[src/rtl/rv32i_pkg.sv]
// Shared RV32I writeback constants: register-file geometry, arbiter state
// encoding and the writeback source encoding.
package rv32i_pkg;

  localparam int ADDR_WIDTH = 5;
  localparam int DATA_WIDTH = 32;

  typedef enum logic {
    ST_INIT = 1'b0,
    ST_RUN  = 1'b1
  } state_t;

  typedef enum logic {
    SRC_ALU = 1'b0,
    SRC_LSU = 1'b1
  } src_t;

endpackage

[src/rtl/rr_arbiter2.sv]
// Two-way round-robin grant: on a tie the requester that was not granted
// last wins. Purely combinational; the last-grant flop lives in the parent.
module rr_arbiter2
  import rv32i_pkg::*;
(
  input  logic [1:0] req,
  input  logic       last_grant,
  output logic [1:0] gnt
);

  always_comb begin
    gnt = 2'b00;
    case (req)
      2'b01:   gnt = 2'b01;
      2'b10:   gnt = 2'b10;
      2'b11:   gnt = (last_grant == SRC_LSU) ? 2'b01 : 2'b10;
      default: gnt = 2'b00;
    endcase
  end

endmodule

[src/rtl/regfile_write_arbiter.sv]
// Owns the register-file write port: zeroes x1..x(NUM_REGS-1) after reset,
// then shares the port between ALU and LSU writeback with round-robin fairness.
module regfile_write_arbiter
  import rv32i_pkg::*;
#(
  parameter int NUM_REGS      = 32,
  parameter int ADDR_WIDTH    = rv32i_pkg::ADDR_WIDTH,
  parameter int DATA_WIDTH    = rv32i_pkg::DATA_WIDTH,
  parameter bit INIT_ON_RESET = 1'b1
) (
  input  logic                  pll_1_200MHz,
  input  logic                  reset,
  input  logic                  alu_valid,
  output logic                  alu_ready,
  input  logic [ADDR_WIDTH-1:0] alu_rd,
  input  logic [DATA_WIDTH-1:0] alu_data,
  input  logic                  lsu_valid,
  output logic                  lsu_ready,
  input  logic [ADDR_WIDTH-1:0] lsu_rd,
  input  logic [DATA_WIDTH-1:0] lsu_data,
  output logic                  write_enable,
  output logic [ADDR_WIDTH-1:0] write_reg,
  output logic [DATA_WIDTH-1:0] write_data,
  output logic                  write_src,
  output logic                  init_busy
);

  localparam int CNT_W = ADDR_WIDTH + 1;

  state_t                state_p0, state_nxt;
  logic [CNT_W-1:0]      init_cnt_p0, init_cnt_nxt;
  src_t                  last_grant_p0, last_grant_nxt;
  logic                  vld_p1, vld_nxt;
  logic [ADDR_WIDTH-1:0] reg_p1, reg_nxt;
  logic [DATA_WIDTH-1:0] data_p1, data_nxt;
  src_t                  src_p1, src_nxt;
  logic                  busy_p1, busy_nxt;
  logic [1:0]            gnt;
  logic                  run;

  rr_arbiter2 u_rr (
    .req        ({lsu_valid, alu_valid}),
    .last_grant (last_grant_p0),
    .gnt        (gnt)
  );

  // Readies are suppressed outside RUN so no request is accepted mid-sweep.
  assign run       = (state_p0 == ST_RUN);
  assign alu_ready = run & gnt[0];
  assign lsu_ready = run & gnt[1];

  always_comb begin
    state_nxt      = state_p0;
    init_cnt_nxt   = init_cnt_p0;
    last_grant_nxt = last_grant_p0;
    vld_nxt        = 1'b0;
    reg_nxt        = reg_p1;
    data_nxt       = data_p1;
    src_nxt        = src_p1;
    busy_nxt       = busy_p1;
    case (state_p0)
      ST_INIT: begin
        if (init_cnt_p0 == CNT_W'(NUM_REGS)) begin
          state_nxt = ST_RUN;
          busy_nxt  = 1'b0;
        end else begin
          vld_nxt      = 1'b1;
          reg_nxt      = init_cnt_p0[ADDR_WIDTH-1:0];
          data_nxt     = '0;
          init_cnt_nxt = init_cnt_p0 + CNT_W'(1);
        end
      end
      ST_RUN: begin
        // x0 targets complete the handshake but never assert the write.
        if (alu_ready) begin
          vld_nxt        = (alu_rd != '0);
          reg_nxt        = alu_rd;
          data_nxt       = alu_data;
          src_nxt        = SRC_ALU;
          last_grant_nxt = SRC_ALU;
        end else if (lsu_ready) begin
          vld_nxt        = (lsu_rd != '0);
          reg_nxt        = lsu_rd;
          data_nxt       = lsu_data;
          src_nxt        = SRC_LSU;
          last_grant_nxt = SRC_LSU;
        end
      end
      default: state_nxt = ST_RUN;
    endcase
  end

  // Stage p0 -> p1: control state and the registered write-port outputs.
  always_ff @(posedge pll_1_200MHz) begin
    if (reset) begin
      state_p0      <= INIT_ON_RESET ? ST_INIT : ST_RUN;
      init_cnt_p0   <= CNT_W'(1);
      last_grant_p0 <= SRC_ALU;
      vld_p1        <= 1'b0;
      reg_p1        <= '0;
      data_p1       <= '0;
      src_p1        <= SRC_ALU;
      busy_p1       <= INIT_ON_RESET;
    end else begin
      state_p0      <= state_nxt;
      init_cnt_p0   <= init_cnt_nxt;
      last_grant_p0 <= last_grant_nxt;
      vld_p1        <= vld_nxt;
      reg_p1        <= reg_nxt;
      data_p1       <= data_nxt;
      src_p1        <= src_nxt;
      busy_p1       <= busy_nxt;
    end
  end

  assign write_enable = vld_p1;
  assign write_reg    = reg_p1;
  assign write_data   = data_p1;
  assign write_src    = src_p1;
  assign init_busy    = busy_p1;

endmodule

[config.mk]
export PLATFORM = sky130hd
export DESIGN_NAME = regfile_write_arbiter
export DESIGN_NICKNAME = d
export VERILOG_FILES = /design/src/rtl/rv32i_pkg.sv /design/src/rtl/rr_arbiter2.sv /design/src/rtl/regfile_write_arbiter.sv
export SDC_FILE = /design/constraint.sdc
export NUM_CORES = 1
export LEC_CHECK = 0
export ABC_AREA = 1
export BUFFER_PORTS_ARGS = -buffer_cell sky130_fd_sc_hd__buf_2
export CORE_ASPECT_RATIO = 2
export CORE_UTILIZATION = 28
export DETAILED_ROUTE_END_ITERATION = 8
export GPL_TIMING_DRIVEN = 0
export PLACE_DENSITY_LB_ADDON = 0.08
export SYNTH_ARGS = -nofsm -noshare
export SYNTH_HDL_FRONTEND = slang
export SYNTH_SLANG_ARGS = --single-unit
[constraint.sdc]
create_clock -name pll_1_200MHz -period 1.5 [get_ports pll_1_200MHz]
set_clock_uncertainty 0.1 [all_clocks]
set_input_delay 0.075 -clock pll_1_200MHz [delete_from_list [all_inputs] [get_ports pll_1_200MHz]]
set_output_delay 0.075 -clock pll_1_200MHz [all_outputs]
set_load 0.01 [all_outputs]
---- Word-level counts from Yosys, hierarchy flattened ----
Index checks and enable logic that the tools add are counted.
storage, ports and cells
  register bits after elaboration ......... 47
  word-level logic and storage cells ...... 43
cells by class
  muxes and demuxes ....................... 18
  equal/unequal tests ..................... 6
  bitwise operators ....................... 4
  add/sub/neg operators ................... 1
  reduce and logical (&&, ||, !) cells .... 7
operators by type and width
  cell                                                             count
  32-bit 2-to-1 mux                                                3
  32-bit case mux with 2 select lines                              1
  5-bit 2-to-1 mux                                                 3
  5-bit case mux with 2 select lines                               1
  5-bit nonzero test                                               2
  2-bit AND reduction                                              4
  1-bit 2-to-1 mux                                                 7
  6-bit by 1-bit adder with 6-bit output, second input constant    1
  6-bit == test, second input constant                             1
  2-bit case mux with 3 select lines                               1
  2-bit == test, second input constant                             2
  3-bit inequality test, second input constant                     1
  1-bit bitwise AND                                                2
  2-bit by 1-bit == test with 1-bit output, second input constant  1
  2-bit 2-to-1 mux                                                 1
  2-bit inequality test, second input constant                     1
  1-bit NOT                                                        2
  1-bit case mux with 2 select lines                               1
  2-bit nonzero test                                               1

---- Logic depth before layout (Yosys ltp) ----
  depth after elaboration ................. 6
  mapped depth ............................ 9
  mapped depth without buffers ............ 9

---- Modules after synthesis ----
Synthesis repeated with hierarchy kept, for this count alone.
second synthesis, totals
  cells, all modules ...................... 406
  area total of the unflattened synthesis .. 2,532.4 µm²
by module, submodules not included
  module                 sequential area each (µm²)  cells an instance  area each (µm²)  times used
  regfile_write_arbiter  940.9                       401                2,511.2          1
  rr_arbiter2            0.0                         5                  21.3             1

---- Worst setup path before layout ----
Ideal clock, no wire load.
  path kind ............................... reg2reg
  from .................................... register init_cnt_p0[0]
  to ...................................... register init_cnt_p0[1]
  period minus slack after synthesis ...... 1.365 ns
  setup time .............................. 0.119 ns
  buffers on the path ..................... 1
  cell stages (with the launch flop) ...... 8
  slack ................................... 0.135 ns
  data required time ...................... 1.281 ns
  arrival time ............................ 1.145 ns
  cell sequence ........................... dfxtp_1 inv_1 ha_1 nand3_1 nand2_2 buf_2 o21ai_0 a21oi_1
on the way
  cells in the longest elaborated chain, start to end .. 3
RTL lines
  element                                                                         RTL line                      source
  from (decl)                                                                     regfile_write_arbiter.sv:31   logic [CNT_W-1:0] init_cnt_p0, init_cnt_nxt;
  from (signal assigned)                                                          regfile_write_arbiter.sv:106  init_cnt_p0 <= init_cnt_nxt;
  branches (longest 3 deep; another with 6-bit by 1-bit adder with 6-bit output)  --
Parallel ways; which one is timed is not known.
A chain may end at the register's enable or synchronous reset.

==> impl_metrics.env <==
export IMPL_fin_cells=611
export IMPL_vias=2824
export IMPL_hold_viol=0
export IMPL_critPathKind="reg2out"
export IMPL_relSlewSlack=0.663
export IMPL_ant_nets=0
export IMPL_insertedDiodeCount=0
export IMPL_start_kind="flip-flop"
export IMPL_drc=0
export IMPL_yosys_top_cells_area="dfxtp_1, nand2_1, nand3_1"
export IMPL_die_area_um2=8820
export IMPL_largest_reg_flops=32
export IMPL_synth_top_area_frac=0.399
export IMPL_worst_pin_slew_ns=0.505
export IMPL_viasPerCell=4.62
export IMPL_p_switching_uw=645
export IMPL_syn_area_um2=2360
export IMPL_chipWidth_um=66.9
export IMPL_max_stage_delay_ns=0.37
export IMPL_ctsLongestPathBuffers=2
export IMPL_grt_pass1_wl_um=12600
export IMPL_clkTransAtPathRegs_ns=0.07
export IMPL_synth_nets=423
export IMPL_first_pass_iters=4
export IMPL_top_level_ports=120
export IMPL_n_fill_cell=881
export IMPL_clock_sinks=47
export IMPL_synth_top_area_cell="dfxtp_1"
export IMPL_critical_path_peak_fanout=8
export IMPL_worstPathCellList="inv_2 -> nand2_4 -> nand3_1 -> inv_2 -> buf_6 -> buf_2"
export IMPL_gr_total_overflow=0
export IMPL_postSynthAreaPerCell_um2=6.88
export IMPL_cp_slowest_cell="dfxtp_4"
export IMPL_io_buffers=117
export IMPL_synthDistinctLibCells=25
export IMPL_start_util=0.287
export IMPL_fin_util=0.467
export IMPL_setup_violations=0
export IMPL_dpl_worst_slack_ns=-0.113
export IMPL_yosysMostFrequentCell="nand2_1"
export IMPL_placedCellCount=558
export IMPL_cts_root_buf="clkbuf_16"
export IMPL_p_leak_nw=1.93
export IMPL_core_um2=8230
export IMPL_period_share=0.961
export IMPL_layout_drive_gt1_share=0.355
export IMPL_grt_pass1_vias=2739
export IMPL_max_freq_mhz=694
export IMPL_rrSetupSlack_ns=0.06
export IMPL_synth_commonest_cells="nand2_1, dfxtp_1, nand3_1"
export IMPL_layout_area_seq_um2=950
export IMPL_clk_latency_ns=0.29
export IMPL_grt_max_degree=15
export IMPL_drv_slew=0
export IMPL_endpoint_kind="output port"
export IMPL_holdWs_ns=0.0142
export IMPL_fin_crit_ns=1.44
export IMPL_power_density_nw_per_um2=726
export IMPL_hpwl_um=5890
export IMPL_grt_total_usage=0.187
export IMPL_ys_seq_area_frac=0.399
export IMPL_synth_seq_cells=47
export IMPL_required_ns=1.32
export IMPL_ys_warn_count=0
export IMPL_ys_async_sr_fraction=0
export IMPL_seqPwrFrac=0.458
export IMPL_wire_per_inst_um=13.2
export IMPL_crit_path_frequent_cell="inv_2"
export IMPL_rows=47
export IMPL_clkPwrFrac=0.430
export IMPL_holdCritPathClass="in2reg"
export IMPL_status="complete, no violations"
export IMPL_nets=592
export IMPL_power_mw=2.79
export IMPL_syn2layout_area_growth_pct=63.1
export IMPL_wl_um=8080
export IMPL_maxCapViolCount=0
export IMPL_detail_route_iter0_violations=83
export IMPL_numCtsBuffers=5
export IMPL_cts_max_level=2
export IMPL_combPwrFrac=0.112
export IMPL_multiInputGateArea_um2=1280
export IMPL_intPower_mw=2.15
export IMPL_gp_congestion=0.767
export IMPL_antenna_found_initial=0
export IMPL_netlist_instances=343
export IMPL_cts_tree="done"
export IMPL_synth_main_ff_cell="dfxtp_1"
export IMPL_fin_ws_ns=0.0587
export IMPL_die_h_um=132
export IMPL_p_sw_frac=0.231
export IMPL_crit_arrival_ns=1.27
export IMPL_synth_edf_count=0
export IMPL_ir_worst_vdd_v=0.000717
kinds of logic after synthesis:
group,Yosys count,synth area share
AND/OR/NAND/NOR,177,0.336
AO/OA/AOI/OAI,75,0.160
flip-flops,47,0.399
buffers and inverters,40,0.0870
XOR/XNOR,2,0.00742
adder cells (fa/ha/maj),2,0.0106
layout make-up:
class	count	area share
Timing Repair Buffer	164	0.277
Tap cell	98	0.0319
Buffer	22	0.0504
Clock buffer	7	0.0397
Sequential cell	47	0.247
Clock inverter	1	0.00195
Multi-Input combinational cell	256	0.333
Inverter	16	0.0189
critical path, delay by kind of cell (launching register included):
kind	cells	cell delay, ns
buffers and inverters	4	0.39
DFF	1	0.37
and+or+nand+nor	2	0.21
stage by stage:
step	instance area (µm²)	TNS (ns)
2_1_floorplan	2360	0
3_3_place_gp	3070	-3.81
3_5_place_dp	3070	-3.66
4_1_cts	3660	-0.0143
5_1_grt	3850	-0.0946
6_report	3850	0
per-layer routing:
| layer | part of all wire | global-route usage | up-vias |
|---|---|---|---|
| li1 | - | - | 1461 |
| met1 | 0.37 | 0.194 | 1278 |
| met2 | 0.57 | 0.357 | 76 |
| met3 | 0.042 | 0.0355 | 9 |
| met4 | 0.015 | 0.0544 | 0 |
| met5 | 0 | 0 | - |
placed cells by master, fill, tap and decap left out, drive strengths merged:
cell and instances:
clkbuf 17, nand2 101, dlygate4sd3 31, nand3 44, clkinvlp 1, xor2 2
nor3 3, clkinv 1, o21ai 35, inv 15, nor2 22, a21boi 1
a21oi 39, buf 145, dfxtp 47, nand3b 7, ha 2
power groups by stage:
stage	Sequential [mW]	Combinational, mW	Clock, mW
floorplan	1.31	0.0962	0
global placement	1.31	0.236	0
detailed placement	1.31	0.238	0
CTS	1.28	0.305	1.23
global route	1.28	0.348	1.28
finish	1.28	0.314	1.20
final timing paths:
check	start	endpoint	cells after the start
min	lsu_data[5]	write_data[5]$_SDFFE_PP0P_	3
min reg2reg	init_busy$_SDFFE_PP1P_	init_busy$_SDFFE_PP1P_	2
max reg2reg	write_src$_SDFFE_PP0P_	write_data[10]$_SDFFE_PP0P_	8
max	write_src$_SDFFE_PP0P_	alu_ready	6
timing repair:
item	4_1_cts	5_1_grt
setup endpoints to repair	42	41
setup buffers	8	7
endpoints found under the hold margin	31	0
hold buffers	31	0
gates cloned	0	1
resized for setup	18	40
pin swaps	2	6
Power figures use the tool's default switching activity.
